File: src/rtl/ppu_pkg.sv
// ppu_pkg: shared types for the object (sprite) pixel path.
//   sprite_data_t : per-pixel sprite query result from the sprite chain,
//                   {dy[2:0], tile[7:0], attrs[3:0]}.
//   obj_pixel_t   : one object pixel {color[1:0], pal, bg_prio}.
//   obj_row_t     : eight object pixels, index 0 = leftmost / shifter head.
//   fetch_state_t : tile-row fetch FSM states.
//   decode_row()  : turns two bitplane bytes plus attributes into a row.
package ppu_pkg;

  localparam int ATTR_PRIO  = 3;
  localparam int ATTR_YFLIP = 2;
  localparam int ATTR_XFLIP = 1;
  localparam int ATTR_PAL   = 0;

  typedef struct packed {
    logic [2:0] dy;
    logic [7:0] tile;
    logic [3:0] attrs;
  } sprite_data_t;

  typedef struct packed {
    logic [1:0] color;
    logic       pal;
    logic       bg_prio;
  } obj_pixel_t;

  typedef obj_pixel_t [7:0] obj_row_t;

  typedef enum logic [1:0] {
    ST_IDLE,
    ST_LO,
    ST_HI,
    ST_MERGE
  } fetch_state_t;

  // Bit 7 of each plane is the leftmost pixel unless the sprite is
  // mirrored horizontally, in which case bit 0 is leftmost.
  function automatic obj_row_t decode_row(input logic [7:0] lo,
                                          input logic [7:0] hi,
                                          input logic [3:0] attrs);
    obj_row_t   row;
    logic [2:0] b;
    row = '0;
    for (int i = 0; i < 8; i++) begin
      b = attrs[ATTR_XFLIP] ? 3'(i) : 3'(7 - i);
      row[i].color   = {hi[b], lo[b]};
      row[i].pal     = attrs[ATTR_PAL];
      row[i].bg_prio = attrs[ATTR_PRIO];
    end
    return row;
  endfunction

endpackage

File: src/rtl/sprite_pixel_fifo.sv
// sprite_pixel_fifo: 8-slot object pixel shifter.
//   clk          : clock
//   rst          : asynchronous active-high reset, all slots transparent
//   i_clear      : synchronous clear of all slots (highest priority)
//   i_merge_en   : merge i_merge_row into the slots this cycle
//   i_merge_row  : candidate pixels, index 0 = slot 0
//   i_advance    : shift slot k+1 into slot k, slot 7 refilled transparent
//   o_head       : current contents of slot 0
module sprite_pixel_fifo
  import ppu_pkg::*;
(
  input  logic       clk,
  input  logic       rst,
  input  logic       i_clear,
  input  logic       i_merge_en,
  input  obj_row_t   i_merge_row,
  input  logic       i_advance,
  output obj_pixel_t o_head
);

  obj_row_t r_slots;

  // A slot already holding an opaque pixel belongs to an earlier, higher
  // priority sprite, so only transparent slots accept new opaque pixels.
  always_ff @(posedge clk or posedge rst) begin
    if (rst) begin
      r_slots <= '0;
    end else if (i_clear) begin
      r_slots <= '0;
    end else if (i_merge_en) begin
      for (int i = 0; i < 8; i++) begin
        if ((r_slots[i].color == 2'b00) && (i_merge_row[i].color != 2'b00))
          r_slots[i] <= i_merge_row[i];
      end
    end else if (i_advance) begin
      r_slots <= {obj_pixel_t'(4'b0000), r_slots[7:1]};
    end
  end

  assign o_head = r_slots[0];

endmodule

File: src/rtl/sprite_fetcher.sv
// sprite_fetcher: fetches the tile row of each sprite reported by the
// sprite chain and merges it into the object pixel shifter.
//   clk, rst     : clock, asynchronous active-high reset
//   line_start   : start of scan line, clears shifter and aborts any fetch
//   active       : pixel transfer in progress, gates chain queries
//   spr_data     : sprite_data_t from the chain, spr_valid qualifies it
//   query        : query strobe to the chain
//   vram_addr    : tile-row byte address, vram_rd read strobe
//   vram_d_in    : VRAM read data, one cycle after vram_rd
//   pix_advance  : pixel pipeline consumes one object pixel
//   stall        : pixel pipeline must hold lx
//   obj_pix      : obj_pixel_t at the shifter head
//   stall_cycles : stalled-cycle counter, present only when the macro
//                  SPRITE_FETCH_PERF_EN is defined
module sprite_fetcher
  import ppu_pkg::*;
#(
  parameter int                     VRAM_ADDR_W   = 13,
  parameter logic [VRAM_ADDR_W-1:0] OBJ_TILE_BASE = 13'h0000
) (
  input  logic                   clk,
  input  logic                   rst,
  input  logic                   line_start,
  input  logic                   active,
  input  logic [14:0]            spr_data,
  input  logic                   spr_valid,
  output logic                   query,
  output logic [VRAM_ADDR_W-1:0] vram_addr,
  output logic                   vram_rd,
  input  logic [7:0]             vram_d_in,
  input  logic                   pix_advance,
  output logic                   stall,
  output logic [3:0]             obj_pix
`ifdef SPRITE_FETCH_PERF_EN
  ,
  output logic [15:0]            stall_cycles
`endif
);

  fetch_state_t r_state;
  fetch_state_t w_next;
  sprite_data_t r_spr;
  logic [7:0]   r_lo;
  logic         w_start;
  logic         w_plane;
  logic         w_merge;
  logic         w_advance;
  obj_row_t     w_row;
  obj_pixel_t   w_head;

  always_ff @(posedge clk or posedge rst) begin
    if (rst) r_state <= ST_IDLE;
    else     r_state <= w_next;
  end

  always_comb begin
    w_next = r_state;
    if (line_start) begin
      w_next = ST_IDLE;
    end else begin
      case (r_state)
        ST_IDLE:  if (w_start) w_next = ST_LO;
        ST_LO:    w_next = ST_HI;
        ST_HI:    w_next = ST_MERGE;
        ST_MERGE: w_next = ST_IDLE;
        default:  w_next = ST_IDLE;
      endcase
    end
  end

  // The stall must be raised in the same cycle a sprite is accepted so that
  // lx does not move on before the fetch has started.
  always_comb begin
    query     = active & (r_state == ST_IDLE) & ~line_start;
    w_start   = query & spr_valid;
    stall     = (r_state != ST_IDLE) | w_start;
    vram_rd   = (r_state == ST_LO) | (r_state == ST_HI);
    w_plane   = (r_state == ST_HI);
    w_merge   = (r_state == ST_MERGE) & ~line_start;
    w_advance = pix_advance & ~stall;
    vram_addr = '0;
    if (vram_rd)
      vram_addr = OBJ_TILE_BASE + VRAM_ADDR_W'({r_spr.tile, r_spr.dy, w_plane});
  end

  // The low plane arrives while in HI; the high plane is used straight off
  // the bus in MERGE, so it never needs a register.
  always_ff @(posedge clk or posedge rst) begin
    if (rst) begin
      r_spr <= '0;
      r_lo  <= '0;
    end else begin
      if (w_start)            r_spr <= sprite_data_t'(spr_data);
      if (r_state == ST_HI)   r_lo  <= vram_d_in;
    end
  end

  assign w_row = decode_row(r_lo, vram_d_in, r_spr.attrs);

  sprite_pixel_fifo u_fifo (
    .clk         (clk),
    .rst         (rst),
    .i_clear     (line_start),
    .i_merge_en  (w_merge),
    .i_merge_row (w_row),
    .i_advance   (w_advance),
    .o_head      (w_head)
  );

  assign obj_pix = w_head;

`ifdef SPRITE_FETCH_PERF_EN
  logic [15:0] r_stall_cycles;

  always_ff @(posedge clk or posedge rst) begin
    if (rst)
      r_stall_cycles <= '0;
    else if (line_start)
      r_stall_cycles <= '0;
    else if (stall && (r_stall_cycles != 16'hFFFF))
      r_stall_cycles <= r_stall_cycles + 16'd1;
  end

  assign stall_cycles = r_stall_cycles;
`endif

`ifndef SYNTHESIS
  // An advance during a stall is dropped; the pipeline should never ask.
  always @(posedge clk) begin
    if (!rst) assert (!(pix_advance && stall));
  end
`endif

endmodule

File: config.mk
export PLATFORM = sky130hd
export DESIGN_NAME = sprite_fetcher
export DESIGN_NICKNAME = d
export VERILOG_FILES = /design/src/rtl/ppu_pkg.sv /design/src/rtl/sprite_pixel_fifo.sv /design/src/rtl/sprite_fetcher.sv
export SDC_FILE = /design/constraint.sdc
export NUM_CORES = 1
export LEC_CHECK = 0
export CORE_ASPECT_RATIO = 1.25
export CORE_MARGIN = 4
export CORE_UTILIZATION = 45
export CTS_CLUSTER_DIAMETER = 150
export DETAILED_ROUTE_END_ITERATION = 10
export GPL_TIMING_DRIVEN = 0
export PLACE_DENSITY_LB_ADDON = 0.12
export RECOVER_POWER = 25
export SYNTH_ARGS = -nofsm -noshare
export SYNTH_HDL_FRONTEND = slang
export SYNTH_SLANG_ARGS = --single-unit
File: constraint.sdc
create_clock -name clk -period 4.25 [get_ports clk]
set_input_delay 0.6375 -clock clk [delete_from_list [all_inputs] [get_ports clk]]
set_output_delay 0.6375 -clock clk [all_outputs]
set_load 0.02 [all_outputs]
# Yosys cells after proc, flatten, opt, wreduce, memory -nomap -nowiden
# Index checks and enable logic that the tools add are counted.
[totals] ff_bits=57 mem_bits_rw=0 out_inout_bits=20 latch_bits=0 romBits=0 n_memories=0 elab_cells=148 inputBits=29
[op_classes] n_reduce_logical=35 muxes=55 n_bitwise=9 n_lt_le_gt_ge=8 shifts=0 eq_ne=12 add_sub_neg=0 n_mul=0 div_mod_pow=0
[ops] op="32-bit two-way mux" count=3
[ops] op="1-bit binary-select mux with 3-bit select" count=16
[ops] op="3-bit by 4-bit less-than comparator with 1-bit output (second input constant)" count=8
[ops] op="4-bit two-way mux" count=8
[ops] op="3-bit inequality test (second input constant)" count=9
[ops] op="3-bit two-way mux" count=8
[ops] op="2-bit logical NOT" count=9
[ops] op="2-bit nonzero test" count=9
[ops] op="1-bit two-way mux" count=16
[ops] op="2-bit AND reduction" count=8
[ops] op="12-bit two-way mux" count=1
[ops] op="1-bit logical AND" count=8
[ops] op="2-bit case mux with 4 select lines" count=1
[ops] op="1-bit bitwise AND" count=5
[ops] op="2-bit == test (second input constant)" count=2
[ops] op="2-bit two-way mux" count=2
[ops] op="3-bit nonzero test" count=1
[ops] op="2-bit by 1-bit == test with 1-bit output (second input constant)" count=1
[ops] op="1-bit inverter" count=2
[ops] op="1-bit bitwise OR" count=2

# Longest topological paths before layout
[logic_depth] ltp_word=10 ltp_mapped=7 ltp_nobuf=6

# Modules after synthesis
# From an unflattened synthesis, not the netlist that was laid out.
[unflattened] hier_cells=321 hier_area_um2=3176.8
[modules_own_cells] module="sprite_pixel_fifo" seq_area_each_um2=800.8 cells_per_inst=219 instances=1 area_per_inst_um2=1828.0
[modules_own_cells] module="sprite_fetcher" seq_area_each_um2=600.6 cells_per_inst=102 instances=1 area_per_inst_um2=1348.8

# Worst setup path after synthesis
# Ideal clock, no wire load.
[synth_timing] kind="in2out" startpoint="in line_start" endpoint="out stall" t_arrival_ps=1439 stages=3 slack_ps=2174 path_buffers=1 required_time_ps=3612 cell_sequence="clkbuf_1 > nand4b_1 > nand2_1"
[synth_between] elab_chain_cells=4
[synth_lines] element="start, declared" line_no="sprite_fetcher.sv:23" text="input logic line_start,"
[synth_lines] element="1-bit inverter" line_no="sprite_fetcher.sv:74" text="query = active & (r_state == ST_IDLE) & ~line_start;"
[synth_lines] element="1-bit bitwise AND" line_no="sprite_fetcher.sv:74"
[synth_lines] element="1-bit bitwise AND" line_no="sprite_fetcher.sv:75" text="w_start = query & spr_valid;"
[synth_lines] element="1-bit bitwise OR" line_no="sprite_fetcher.sv:76" text="stall = (r_state != ST_IDLE) | w_start;"
[synth_lines] element="end, declared" line_no="sprite_fetcher.sv:32" text="output logic stall,"
# Every way passes these cells.

# Worst setup path in the final report
[layout_timing] startpoint="in line_start" endpoint="out query"
[layout_between] elab_chain_cells=2
[layout_lines] element="1-bit inverter" line_no="sprite_fetcher.sv:74"
[layout_lines] element="1-bit bitwise AND" line_no="sprite_fetcher.sv:74"
[layout_lines] element="end, declared" line_no="sprite_fetcher.sv:27" text="output logic query,"
# Every way passes these cells.

==> flow_metrics.tcl <==
set metrics [dict create \
    wl_per_cell_um 16.22 \
    rows 33 \
    die_w_um 81.66 \
    synthDistinctLibCells 39 \
    yosysWarnings 0 \
    postCtsHoldBufs 0 \
    port_buffers 46 \
    viasPerCell 5.326 \
    final.fill_count 584 \
    hp-start "r_spr[6]" \
    grt-ovfl-total 0 \
    dieArea_um2 8171 \
    die-height_um 100.1 \
    critPathArrivalTime_ns 2.77 \
    core-area_um2 6565 \
    syn-num-nets 314 \
    total_leakage_power_nw 1.613 \
    vias 2253 \
    drtIter0Drc 132 \
    fin_area_um2 3741 \
    grt_pass1_vias 2314 \
    skew_ns 0.005623 \
    p_sw_share_pct 35.85 \
    combPwrFrac_pct 42.6 \
    cts_made_buffers 5 \
    power_mw 1.973 \
    power_density_nw_per_um2 527.3 \
    clk_pin_slew_ns 0.10 \
    final-setup-viol-count 0 \
    ant_nets 0 \
    ir_drop_v 0.0002723 \
    rsz0062_at_grt "no" \
    hpwl_mm 5.019 \
    drive_gt1_share_pct 9.821 \
    drc_errors 0 \
    endpoint_kind "output port" \
    cts-root-buf "clkbuf_8" \
    worst_setup_path_start_kind "primary input" \
    stdcell_count 423 \
    place.gp.congestion 0.7622 \
    area_growth_syn_to_layout_pct 22.59 \
    htree_levels 2 \
    diodes 0 \
    min_path_type "flip-flop to flip-flop" \
    violations "capacitance limit, slew limit" \
    finalCritPeriodShare_pct 80.17 \
    wl_mm 6.862 \
    maxCapViolations 1 \
    grt_pass1_wl_mm 11.26 \
    path_class "primary input to output port" \
    crit_path_max_fanout 10 \
    insertion_delay_ns 0.31 \
    fin_tns_setup_ns 0 \
    layout_commonest_cell "dfrtp_1" \
    syn_area_per_cell_um2 10.86 \
    yosysSeqAreaShare_pct 45.92 \
    internal-power_mw 1.265 \
    cts_tree "done" \
    clkPwrFrac_pct 18.4 \
    clockBufferDepth 2 \
    regToRegStartpoint "r_state[1]" \
    reg2regPathDepth 6 \
    fmax_mhz 293.5 \
    power_frac_seq_pct 39.0 \
    antenna_found_initial 0 \
    grt_max_degree 30 \
    place_area_um2 3641 \
    hold_violations 0 \
    worst_pin_slew_ns 1.569 \
    crit_required_ns 3.61 \
    r2r_end "u_fifo.r_slots[21]" \
    status "complete, but fails checks" \
    cts_setup_buffers 0 \
    min_period_ns 3.407 \
    netlist_area_um2 3052 \
    maxSlewViolCount 30 \
    nets 368 \
    place_inst 415 \
    grt_use_total_pct 17.95 \
    netSwitchingPower_uw 707.2 \
    floorplan.initialDensity_pct 46.48 \
    pin_count 49 \
    ys_ff_latch 56 \
    max-slew-margin-rel_pct -4.621 \
    clock-sinks 56 \
    cts-resized-gates 0 \
    first_pass_iters 4 \
    holdPathStages 1 \
    min_to "r_spr[6]" \
    synth_cells 281 \
    layout_common_cells "56 x dfrtp_1, 45 x clkdlybuf4s50_1, 30 x a21oi_1, 30 x mux2_1, 20 x mux2i_1" \
    r2r_slack_ns 2.18 \
]
registers in the layout (all words and copies together), names as in the netlist:
signal and flops:
r_lo 8, r_spr 14, r_state 2, u_fifo.o_head 4, u_fifo.r_slots 28
how the worst max path moves through the flow:
stage,from,endpoint,slack [ns],depth (start not counted)
detailed placement,line_start,query,0.84,5
floorplan,line_start,stall,2.17,3
CTS,line_start,query,0.81,5
global route,rst,u_fifo.r_slots[23],0.73,3
finish,line_start,query,0.84,5
global placement,line_start,query,0.80,5
stage by stage:
step           worst slack [ns]  hold WS [ns]  utilization [%]
2_1_floorplan             2.174        0.4556                -
3_3_place_gp             0.8041        0.4650            55.16
3_5_place_dp             0.8375        0.4759            55.46
4_1_cts                  0.8113        0.5015            57.23
5_1_grt                  0.7270        0.5202            56.98
6_report                 0.8427        0.4943            56.98
layout make-up:
| cell class | count | area (µm²) | area share (%) |
|---|---|---|---|
| Tap cell | 87 | 108.9 | 2.910 |
| Sequential cell | 56 | 1401 | 37.46 |
| Clock buffer | 5 | 68.82 | 1.839 |
| Buffer | 20 | 108.9 | 2.910 |
| Clock inverter | 3 | 47.55 | 1.271 |
| Timing Repair Buffer | 47 | 464.2 | 12.41 |
| Multi-Input combinational cell | 200 | 1523 | 40.70 |
| Inverter | 5 | 18.77 | 0.5017 |
critical path: stages:
cell and delay [ns]:
clkdlybuf4s50_1 0.51, clkbuf_1 0.37, clkbuf_1 0.47, and3b_1 0.24, clkdlybuf4s50_1 0.54
power groups by stage:
stage | registers, mW | logic, mW | clock network (mW)
after CTS | 0.770 | 0.851 | 0.374
after global placement | 0.775 | 0.839 | 0
after floorplan | 0.753 | 0.577 | 0
after global routing | 0.792 | 0.914 | 0.397
final | 0.770 | 0.841 | 0.362
after detailed placement | 0.781 | 0.845 | 0
synth_stat cells:
| cell type | number | area [µm²] |
|---|---|---|
| or3_1 | 2 | 12.51 |
| nand3b_1 | 5 | 37.54 |
| o21ba_1 | 1 | 10.01 |
| xnor2_1 | 1 | 8.760 |
| mux2_2 | 10 | 112.6 |
| dfrtp_1 | 56 | 1401 |
| mux2_4 | 2 | 30.03 |
| a2111o_1 | 1 | 11.26 |
| or2_0 | 2 | 12.51 |
| a22oi_1 | 2 | 15.01 |
| and2_1 | 12 | 75.07 |
| o21ai_1 | 8 | 40.04 |
| o22a_1 | 4 | 35.03 |
| nor2_2 | 1 | 6.260 |
| conb_1 | 1 | 3.750 |
| nor3_1 | 8 | 40.04 |
| nand3_1 | 1 | 5.000 |
| buf_2 | 3 | 15.01 |
| nor4b_1 | 2 | 17.52 |
| o32ai_1 | 2 | 17.52 |
| nand2_1 | 8 | 30.03 |
| buf_1 | 1 | 3.750 |
| a21oi_1 | 30 | 150.1 |
| a211oi_1 | 2 | 15.01 |
| buf_4 | 8 | 60.06 |
| nand2b_1 | 15 | 93.84 |
| o21ai_0 | 2 | 10.01 |
| inv_1 | 5 | 18.77 |
| and3b_1 | 1 | 8.760 |
| nand4b_1 | 1 | 8.760 |
| ha_1 | 4 | 50.05 |
| mux2_1 | 30 | 337.8 |
| mux2i_1 | 20 | 200.2 |
| clkbuf_1 | 8 | 30.03 |
| a21o_1 | 2 | 15.01 |
| o21bai_2 | 1 | 11.26 |
| o31a_1 | 1 | 8.760 |
| nor2_1 | 13 | 48.80 |
| a211o_1 | 5 | 43.79 |
cells by family after synthesis:
kind of cell | Yosys count | share of synthesized area [%]
compound gates | 61 | 12.55
xor+xnor | 1 | 0.2871
fa+ha+maj | 4 | 1.640
buf+inv | 25 | 4.182
flops | 56 | 45.92
mux | 62 | 22.30
other cells | 1 | 0.1229
simple gates | 71 | 13.00
layer usage:
metal	track usage (%)	up-vias	wire length, µm	part of all wire, %
met2	29.74	52	3353	49
met4	4.220	0	62	0.90
met1	23.66	1095	3082	45
met3	4.309	6	363	5.3
li1	-	1100	-	-
met5	0	-	0	0
(Power assumes the default switching activity.)
